### src/rtl/id_scoreboard_bypass.sv
// Decode-stage register scoreboard: per-register pending-write counters plus operand bypass select.
// Operand resolve and waits are combinational; counters update on the rising edge.
module id_scoreboard_bypass #(
   parameter int NREG  = 32,
   parameter int AW    = 5,
   parameter int DW    = 32,
   parameter int NFWD  = 3,
   parameter int CNT_W = 2
) (
   input  logic                 i_clk,
   input  logic                 i_reset,
   input  logic                 i_id_valid,
   input  logic                 i_id_issue,
   input  logic [AW-1:0]        i_rs,
   input  logic [AW-1:0]        i_rt,
   input  logic                 i_rs_used,
   input  logic                 i_rt_used,
   input  logic                 i_id_wen,
   input  logic [AW-1:0]        i_id_wdest,
   input  logic [DW-1:0]        i_rs_rf_value,
   input  logic [DW-1:0]        i_rt_rf_value,
   input  logic [NFWD-1:0]      i_fwd_valid,
   input  logic [NFWD-1:0]      i_fwd_ready,
   input  logic [NFWD*AW-1:0]   i_fwd_dest,
   input  logic [NFWD*DW-1:0]   i_fwd_data,
   input  logic                 i_wb_wen,
   input  logic [AW-1:0]        i_wb_wdest,
   input  logic                 i_flush,
   output logic [DW-1:0]        o_rs_value,
   output logic [DW-1:0]        o_rt_value,
   output logic                 o_rs_wait,
   output logic                 o_rt_wait,
   output logic                 o_full_wait,
   output logic                 o_stall,
   output logic                 o_sb_err
);

   localparam logic [CNT_W-1:0] CNT_MAX = '1;

   logic [CNT_W-1:0] r_cnt [NREG];
   logic             r_sb_err;
   logic [DW:0]      w_rs_res;
   logic [DW:0]      w_rt_res;
   logic             w_inc;
   logic             w_dec;
   logic             w_same;
   logic             w_underflow;

   // Result is {wait, value}; the youngest matching port decides, ready or not.
   function automatic logic [DW:0] f_resolve(
      input logic [AW-1:0]      src,
      input logic               used,
      input logic [DW-1:0]      rf,
      input logic               pend,
      input logic [NFWD-1:0]    fv,
      input logic [NFWD-1:0]    fr,
      input logic [NFWD*AW-1:0] fd,
      input logic [NFWD*DW-1:0] fdat
   );
      logic        hit;
      logic [DW:0] res;
      hit = 1'b0;
      res = {1'b0, rf};
      if (!used || src == '0) begin
         res = {1'b0, (src == '0) ? {DW{1'b0}} : rf};
      end else begin
         for (int i = 0; i < NFWD; i++) begin
            if (!hit && fv[i] && fd[i*AW +: AW] == src) begin
               hit = 1'b1;
               res = fr[i] ? {1'b0, fdat[i*DW +: DW]} : {1'b1, rf};
            end
         end
         if (!hit && pend) res = {1'b1, rf};
      end
      return res;
   endfunction

   always_comb begin
      w_rs_res = f_resolve(i_rs, i_rs_used, i_rs_rf_value, r_cnt[i_rs] != '0,
                           i_fwd_valid, i_fwd_ready, i_fwd_dest, i_fwd_data);
      w_rt_res = f_resolve(i_rt, i_rt_used, i_rt_rf_value, r_cnt[i_rt] != '0,
                           i_fwd_valid, i_fwd_ready, i_fwd_dest, i_fwd_data);
   end

   assign o_rs_value  = w_rs_res[DW-1:0];
   assign o_rt_value  = w_rt_res[DW-1:0];
   assign o_rs_wait   = w_rs_res[DW] & ~i_reset;
   assign o_rt_wait   = w_rt_res[DW] & ~i_reset;
   assign o_full_wait = i_id_valid & i_id_wen & (i_id_wdest != '0) &
                        (r_cnt[i_id_wdest] == CNT_MAX) & ~i_reset;
   assign o_stall     = i_id_valid & (o_rs_wait | o_rt_wait | o_full_wait);
   assign o_sb_err    = r_sb_err;

   assign w_inc       = i_id_issue & i_id_wen & (i_id_wdest != '0);
   assign w_dec       = i_wb_wen & (i_wb_wdest != '0);
   assign w_same      = w_inc & w_dec & (i_id_wdest == i_wb_wdest);
   // A retire cancelled by a same-register issue is not an underflow.
   assign w_underflow = w_dec & ~w_same & (r_cnt[i_wb_wdest] == '0);

   always_ff @(posedge i_clk or posedge i_reset) begin
      if (i_reset) begin
         for (int i = 0; i < NREG; i++) r_cnt[i] <= '0;
         r_sb_err <= 1'b0;
      end else if (i_flush) begin
         for (int i = 0; i < NREG; i++) r_cnt[i] <= '0;
      end else begin
         for (int i = 1; i < NREG; i++) begin
            if (w_same && i_id_wdest == AW'(i)) begin
               r_cnt[i] <= r_cnt[i];
            end else if (w_inc && i_id_wdest == AW'(i)) begin
               if (r_cnt[i] != CNT_MAX) r_cnt[i] <= r_cnt[i] + CNT_W'(1);
            end else if (w_dec && i_wb_wdest == AW'(i)) begin
               if (r_cnt[i] != '0) r_cnt[i] <= r_cnt[i] - CNT_W'(1);
            end
         end
         if ((i_id_issue && o_stall) || w_underflow) r_sb_err <= 1'b1;
      end
   end

endmodule

### config.mk
export PLATFORM = sky130hd
export DESIGN_NAME = id_scoreboard_bypass
export DESIGN_NICKNAME = d
export VERILOG_FILES = /design/src/rtl/id_scoreboard_bypass.sv
export SDC_FILE = /design/constraint.sdc
export NUM_CORES = 1
export LEC_CHECK = 0
export CAP_MARGIN = 30
export CORE_MARGIN = 1.5
export CORE_UTILIZATION = 48
export DETAILED_ROUTE_END_ITERATION = 10
export PLACE_DENSITY_LB_ADDON = 0.1
export SKIP_CTS_REPAIR_TIMING = 1
export SYNTH_ARGS = -nofsm -noshare
export SYNTH_HDL_FRONTEND = slang
export SYNTH_SLANG_ARGS = --single-unit
### constraint.sdc
create_clock -name i_clk -period 5.92 [get_ports i_clk]
set_clock_uncertainty 0.15 [all_clocks]
set_input_delay 1.48 -clock i_clk [delete_from_list [all_inputs] [get_ports i_clk]]
set_output_delay 1.48 -clock i_clk [all_outputs]
set_load 0.05 [all_outputs]
==> results of run 1 <==
[metal layers]
layer	part of all wire (%)	vias to the layer above
li1	-	4950
met1	37	5127
met2	46	869
met3	11	191
met4	6.0	0
met5	0	-
[power breakdown]
group	switching, mW	internal (mW)
logic	0.439	0.359
clock network	0.198	0.335
registers	0.00284	0.433
total	0.640	1.13
[layout make-up]
| class | instances | area, µm² |
|---|---|---|
| diodes | 2 | 5.005 |
| clock buffers | 12 | 246.5 |
| clock inverters | 4 | 45.04 |
| fillers | 1424 | 4898 |
| inverters | 23 | 90.09 |
| multi-input cells | 968 | 6296 |
| flip-flops and latches | 63 | 1577 |
| well taps | 225 | 281.5 |
| repair buffers | 346 | 3737 |
[stage by stage]
| stage | instances | power [mW] | TNS (ns) | instance area (µm²) | utilization [%] |
|---|---|---|---|---|---|
| after floorplan | 1158 | 0.8390 | 0 | 8408 | - |
| after global placement | 1617 | 1.199 | 0 | 11840 | 68.90 |
| after detailed placement | 1617 | 1.205 | -0.01792 | 11840 | 68.90 |
| after CTS | 1633 | 1.732 | -0.03257 | 12130 | 70.60 |
| after global routing | 1643 | 1.812 | -0.002250 | 12280 | 71.48 |
| final | 1643 | 1.766 | 0 | 12280 | 71.48 |
[logic make-up (layout without fill, tap and decap cells)]
group / after synthesis / after routing / synth area share, %
adders and majority gates: 3 / 3 / 0.3575
xor gates and xnor gates: 41 / 41 / 4.275
buffers and inverters: 128 / 385 / 7.134
AOI/OAI and AO/OA: 481 / 481 / 37.13
DFF: 63 / 63 / 18.77
other: 0 / 2 / 0
muxes: 56 / 56 / 9.786
and+or+nand+nor: 386 / 387 / 22.55
[state kept, by name, summed over array words and instances (netlist names)]
register,count
r_cnt,62
o_sb_err,1
[worst max path at each step]
stage / to / depth (start not counted) / slack [ns]
after CTS: o_rt_value[13] / 9 / -0.01
final: o_rs_value[17] / 11 / 0.13
after detailed placement: o_rt_value[13] / 9 / -0.01
after global routing: o_rt_value[21] / 11 / -0.002
after global placement: o_rs_value[17] / 11 / 0.04
after floorplan: o_rs_value[10] / 10 / 0.04
[synth_stat cells (all sizes together) (30+ instances only)]
| cell type | count | share of area [%] |
|---|---|---|
| o21ai | 150 | 8.9 |
| nor2 | 132 | 6.0 |
| nand2 | 87 | 3.9 |
| o22ai | 75 | 5.6 |
| clkbuf | 74 | 3.4 |
| dfrtp | 63 | 19 |
| a21oi | 58 | 3.6 |
| nor3 | 37 | 2.2 |
| a211oi | 36 | 3.2 |
| mux2i | 36 | 4.3 |
| o22a | 35 | 3.6 |
| a22o | 32 | 3.3 |
| nand3 | 30 | 1.8 |
[worst reg2reg max path, cell delays in order, from the launching register on]
cell and delay (ns):
dfrtp_1 0.45, nor2_1 0.14, mux4_2 0.48, mux2i_1 0.17
nor3b_1 0.07, or4_4 0.57, a211o_1 0.33, a31oi_1 0.14
==> flow_summary_export.csv, run 1 <==
group,metric,value,unit
run_status,outcome,"finished clean",
grt,antenna_found_initial,2,
clocking,clkTransAtPathRegs,0.05,ns
min_path,hp-start,"r_cnt[6]",
placed_design,io_buffer_count,278,
floorplanning,die_x,135.3,µm
setup_path,cp_top_family,"buffers and inverters",
setup_path,r2r-end,"o_sb_err",
power,irDropWorstVdd,0.1695,mV
layout,layout_common_cells,"clkdlybuf4s50_1, o21ai_0, nor2_1",
setup_path,ff2ff_path_depth,7,
detailed_routing,num_vias,11140,
clocking,clk_latency,0.35,ns
yosys,syn_area_per_cell,7.254,µm²
setup_path,path_buf_inv,4,
layout,drive_gt1_share,14.41,%
detailed_routing,ant_nets,0,
placed_design,place_hpwl,28820,µm
yosys,synth_nets,1368,
placed_design,post-place-ws,-0.01380,ns
setup_path,cp.arrival,4.16,ns
timing,worst_pin_slew,0.9326,ns
grt,use_met2,66.75,%
grt,met3_usage,9.053,%
yosys,syn_area,8401,µm²
yosys,ys_types,79,
yosys,yosys_register_bits,63,
setup_path,cp-start-kind,"input pin",
yosys,yosysSeqAreaShare,18.77,%
floorplanning,pin_count,279,
setup_path,worst-setup-path-type,"input pin to output pin",
setup_path,crit_top_cell,"buf_12",
detailed_routing,detail_route.wirelength,39560,µm
detailed_routing,firstDrtPassIters,8,
grt,grt.overflow.total,0,
clocking,root_buffer,"clkbuf_16",
setup_path,path_max_fanout,32,
grt,grt_pass1_wl,58140,µm
floorplanning,core,17180,µm²
detailed_routing,wl_per_cell,24.08,µm
setup_path,cpMaxStageDelayCell,"clkdlybuf4s50_1",
timing,period_share,97.80,%
layout,layout.nets,1621,
setup_path,cpPeakStageDelay,0.56,ns
setup_path,r2r_start,"r_cnt[36]",
setup_path,worstSetupEndpointType,"output pin",
floorplanning,start_util,48.91,%
detailed_routing,initialDrtViolationCount,1498,
layout,area_growth,46.16,%
power,leakagePower,4.429,nW
placed_design,routabilityCongestion,1.041,
power,powerDensity,143.8,nW/µm²
clocking,cts_buffers,9,
layout,layout.cells.most_common,"clkdlybuf4s50_1",
timing,fmax,172.7,MHz
yosys,yosysWarnings,0,
setup_path,r2r_slack,3.33,ns
grt,grt_max_degree,65,
run,maxCapViolations,0,
setup_path,required,4.29,ns
timing,setup_violations,0,
clocking,cts_tree,"done",
detailed_routing,drc,0,
yosys,synthArstFlopShare,100.0,%
yosys,synth_flop_cell,"dfrtp_1",
min_path,hold_path_depth,1,
yosys,netlist_instances,1158,
floorplanning,rows,48,
timing,hold_viol,0,
clocking,clock_sink_count,63,
floorplanning,die_height,135.3,µm
floorplanning,dieArea,18300,µm²
timing,hold_slack,0.4000,ns
timing,layout_setup_ws,0.1304,ns
grt,grt_pass1_vias,10060,
min_path,hold_path_class,"flip-flop to flip-flop",
setup_path,worstPathCellList,"clkdlybuf4s50_1 > xnor2_1 > nand4_1 > or2_2 > nand4bb_4 > buf_12 > o22a_1 > o21ai_0 > a211oi_2 > buf_4 > buf_12",
clocking,clockBufferDepth,2,
grt,grtUsageMet1,51.45,%
clocking,h-tree-depth,3,
grt,busiest_layer,"met2",
grt,grt_usage,41.06,%
min_path,worstHoldEndpoint,"r_cnt[6]",
setup_path,startpoint,"i_rs[2]",
detailed_routing,vias_per_cell,6.778,
timing,fin_crit,5.790,ns
timing,slew_viol_final,0,
timing,slew_headroom,37.49,%
yosys,synth_edf_count,0,
(Power assumes the default switching activity.)
==> run 2, diff against run 1 <==
--- a/config.mk
+++ b/config.mk
@@ -7,7 +7,7 @@
 export LEC_CHECK = 0
 export CAP_MARGIN = 30
 export CORE_MARGIN = 1.5
-export CORE_UTILIZATION = 48
+export CORE_UTILIZATION = 30
 export DETAILED_ROUTE_END_ITERATION = 10
 export PLACE_DENSITY_LB_ADDON = 0.1
 export SKIP_CTS_REPAIR_TIMING = 1
==> run 2 against run 1 <==
Effect of this change:
- cell count increased by 11%
- flip-flop and latch count unchanged
- count of clock-buffer cells in the layout up 2
- combinational power up 3.4%
- critical path type unchanged
- die area increased by 59%
==> flow_summary_export.csv, run 2 (synthesized netlist as in run 1, its figures left out) <==
group,metric,value,unit
run_status,outcome,"finished clean",
detailed_routing,initialDrtViolationCount,982,
floorplanning,core,27710,µm²
floorplanning,dieArea,29010,µm²
layout,largest_reg_flops,62,
layout,drive_gt1_share,16.30,%
layout,fin_util,46.00,%
setup_path,r2r_start,"r_cnt[4]",
layout,largest_register,"r_cnt",
detailed_routing,vias_per_cell,5.859,
grt,use_met2,47.56,%
power,p_switching,0.6537,mW
placed_design,post-place-ws,-0.009860,ns
min_path,hold_path_class,"flip-flop to flip-flop",
setup_path,worst-setup-path-type,"input pin to output pin",
layout,nFillCells,2824,
grt,antenna_found_initial,5,
timing,hold_slack,0.3930,ns
clocking,cts_tree,"done",
timing,hold_viol,0,
detailed_routing,detail_route.wirelength,43300,µm
timing,fin_crit,5.884,ns
layout,layout_common_cells,"clkdlybuf4s50_1, o21ai_0, nor2_1",
floorplanning,die_height,170.3,µm
grt,busiest_layer,"met2",
detailed_routing,firstDrtPassIters,6,
placed_design,placed_area,12260,µm²
power,finalPower,1.792,mW
floorplanning,die_x,170.3,µm
detailed_routing,num_vias,10700,
power,powerDensity,140.6,nW/µm²
layout,design_area,12740,µm²
grt,grt_max_degree,64,
timing,period_share,99.39,%
power,power.share.clock,29.7,%
floorplanning,start_util,30.32,%
timing,fmax,170.0,MHz
grt,grt_usage,28.47,%
grt,grt_pass1_wl,63000,µm
layout,finalNonFillerCells,1827,
run,maxCapViolations,0,
timing,slew_viol_final,0,
timing,setup_violations,0,
setup_path,worstSetupEndpointType,"output pin",
layout,area_growth,51.70,%
setup_path,r2r-end,"o_sb_err",
power,intPower,1.138,mW
clocking,clk_latency,0.35,ns
floorplanning,rows,61,
setup_path,r2r_slack,3.25,ns
clocking,clock_sink_count,63,
layout,layout.nets,1653,
detailed_routing,wl_per_cell,23.70,µm
power,p_sw_share,36.49,%
setup_path,cp-start-kind,"input pin",
clocking,cts_buffers,9,
power,irDropWorstVdd,0.1121,mV
layout,layout.cells.most_common,"clkdlybuf4s50_1",
detailed_routing,drc,0,
placed_design,routabilityCongestion,0.9127,
grt,grtUsageMet1,35.36,%
grt,grt_pass1_vias,10040,
placed_design,io_buffer_count,278,
timing,layout_setup_ws,0.03628,ns
power,p_seq_share,24.3,%
placed_design,place_inst,1802,
placed_design,place_hpwl,32660,µm
clocking,clkTransAtPathRegs,0.05,ns
timing,slew_headroom,41.98,%
setup_path,endpoint,"o_rt_value[6]",
timing,worst_pin_slew,0.8703,ns
setup_path,startpoint,"i_rt[1]",
power,combinationalPowerShare,46.0,%
detailed_routing,ant_nets,0,
grt,met3_usage,6.395,%
min_path,hp-start,"r_cnt[2]",
clocking,root_buffer,"clkbuf_16",
timing,tns,0,ns
floorplanning,pin_count,279,
clocking,h-tree-depth,3,
grt,grt.overflow.total,0,
power,leakagePower,4.578,nW
setup_path,required,4.29,ns
clocking,clockBufferDepth,2,
setup_path,ff2ff_path_depth,7,
setup_path,path_max_fanout,12,
setup_path,cp.arrival,4.25,ns
-- run 2: changes by cell type in the layout (fill, tap and decap cells not counted), moves of 2 or more --
cell and change:
buf_4 +19, buf_6 +13, clkbuf_8 +3, a211oi_1 +2
a211oi_2 -2, clkdlybuf4s50_1 +2, clkinv_2 -2, dlymetal6s2s_1 -2
-- run 2: power by group through the flow --
stage,clock (mW),combinational [mW],sequential (mW)
after floorplan,0,0.397,0.442
after global placement,0,0.789,0.443
after detailed placement,0,0.792,0.443
after CTS,0.543,0.795,0.435
after global routing,0.560,0.863,0.436
final,0.532,0.824,0.436
-- run 2: final cells by class --
class	count	area (µm²)	share of cell area, %
Tap cell	378	473.0	3.711
Multi-Input combinational cell	968	6284	49.31
Antenna cell	1	2.502	0.01964
Sequential cell	63	1577	12.37
Inverter	23	90.09	0.7069
Clock buffer	14	284.0	2.229
Clock inverter	2	12.51	0.09818
Timing Repair Buffer	378	4021	31.56
-- run 2: critical path: stages --
cell             delay [ns]
clkdlybuf4s50_1        0.50
buf_12                 0.15
mux4_2                 0.49
mux2i_1                0.17
nor3b_1                0.07
or4_4                  0.54
a21oi_4                0.17
buf_4                  0.15
buf_12                 0.14
a22o_1                 0.16
buf_4                  0.20
-- run 2: per-layer routing --
| layer | wire length (µm) | part of all wire [%] |
|---|---|---|
| met3 | 3559 | 8.2 |
| met4 | 1732 | 4.0 |
| met1 | 17530 | 40 |
| met2 | 20440 | 47 |
| met5 | 42 | 0.097 |
-- run 2: worst min-delay path by stage --
stage / end / depth (start not counted)
final: r_cnt[2] / 1
after CTS: r_cnt[16] / 1
after detailed placement: r_cnt[16] / 1
after global routing: r_cnt[2] / 1
after floorplan: r_cnt[16] / 1
after global placement: r_cnt[16] / 1
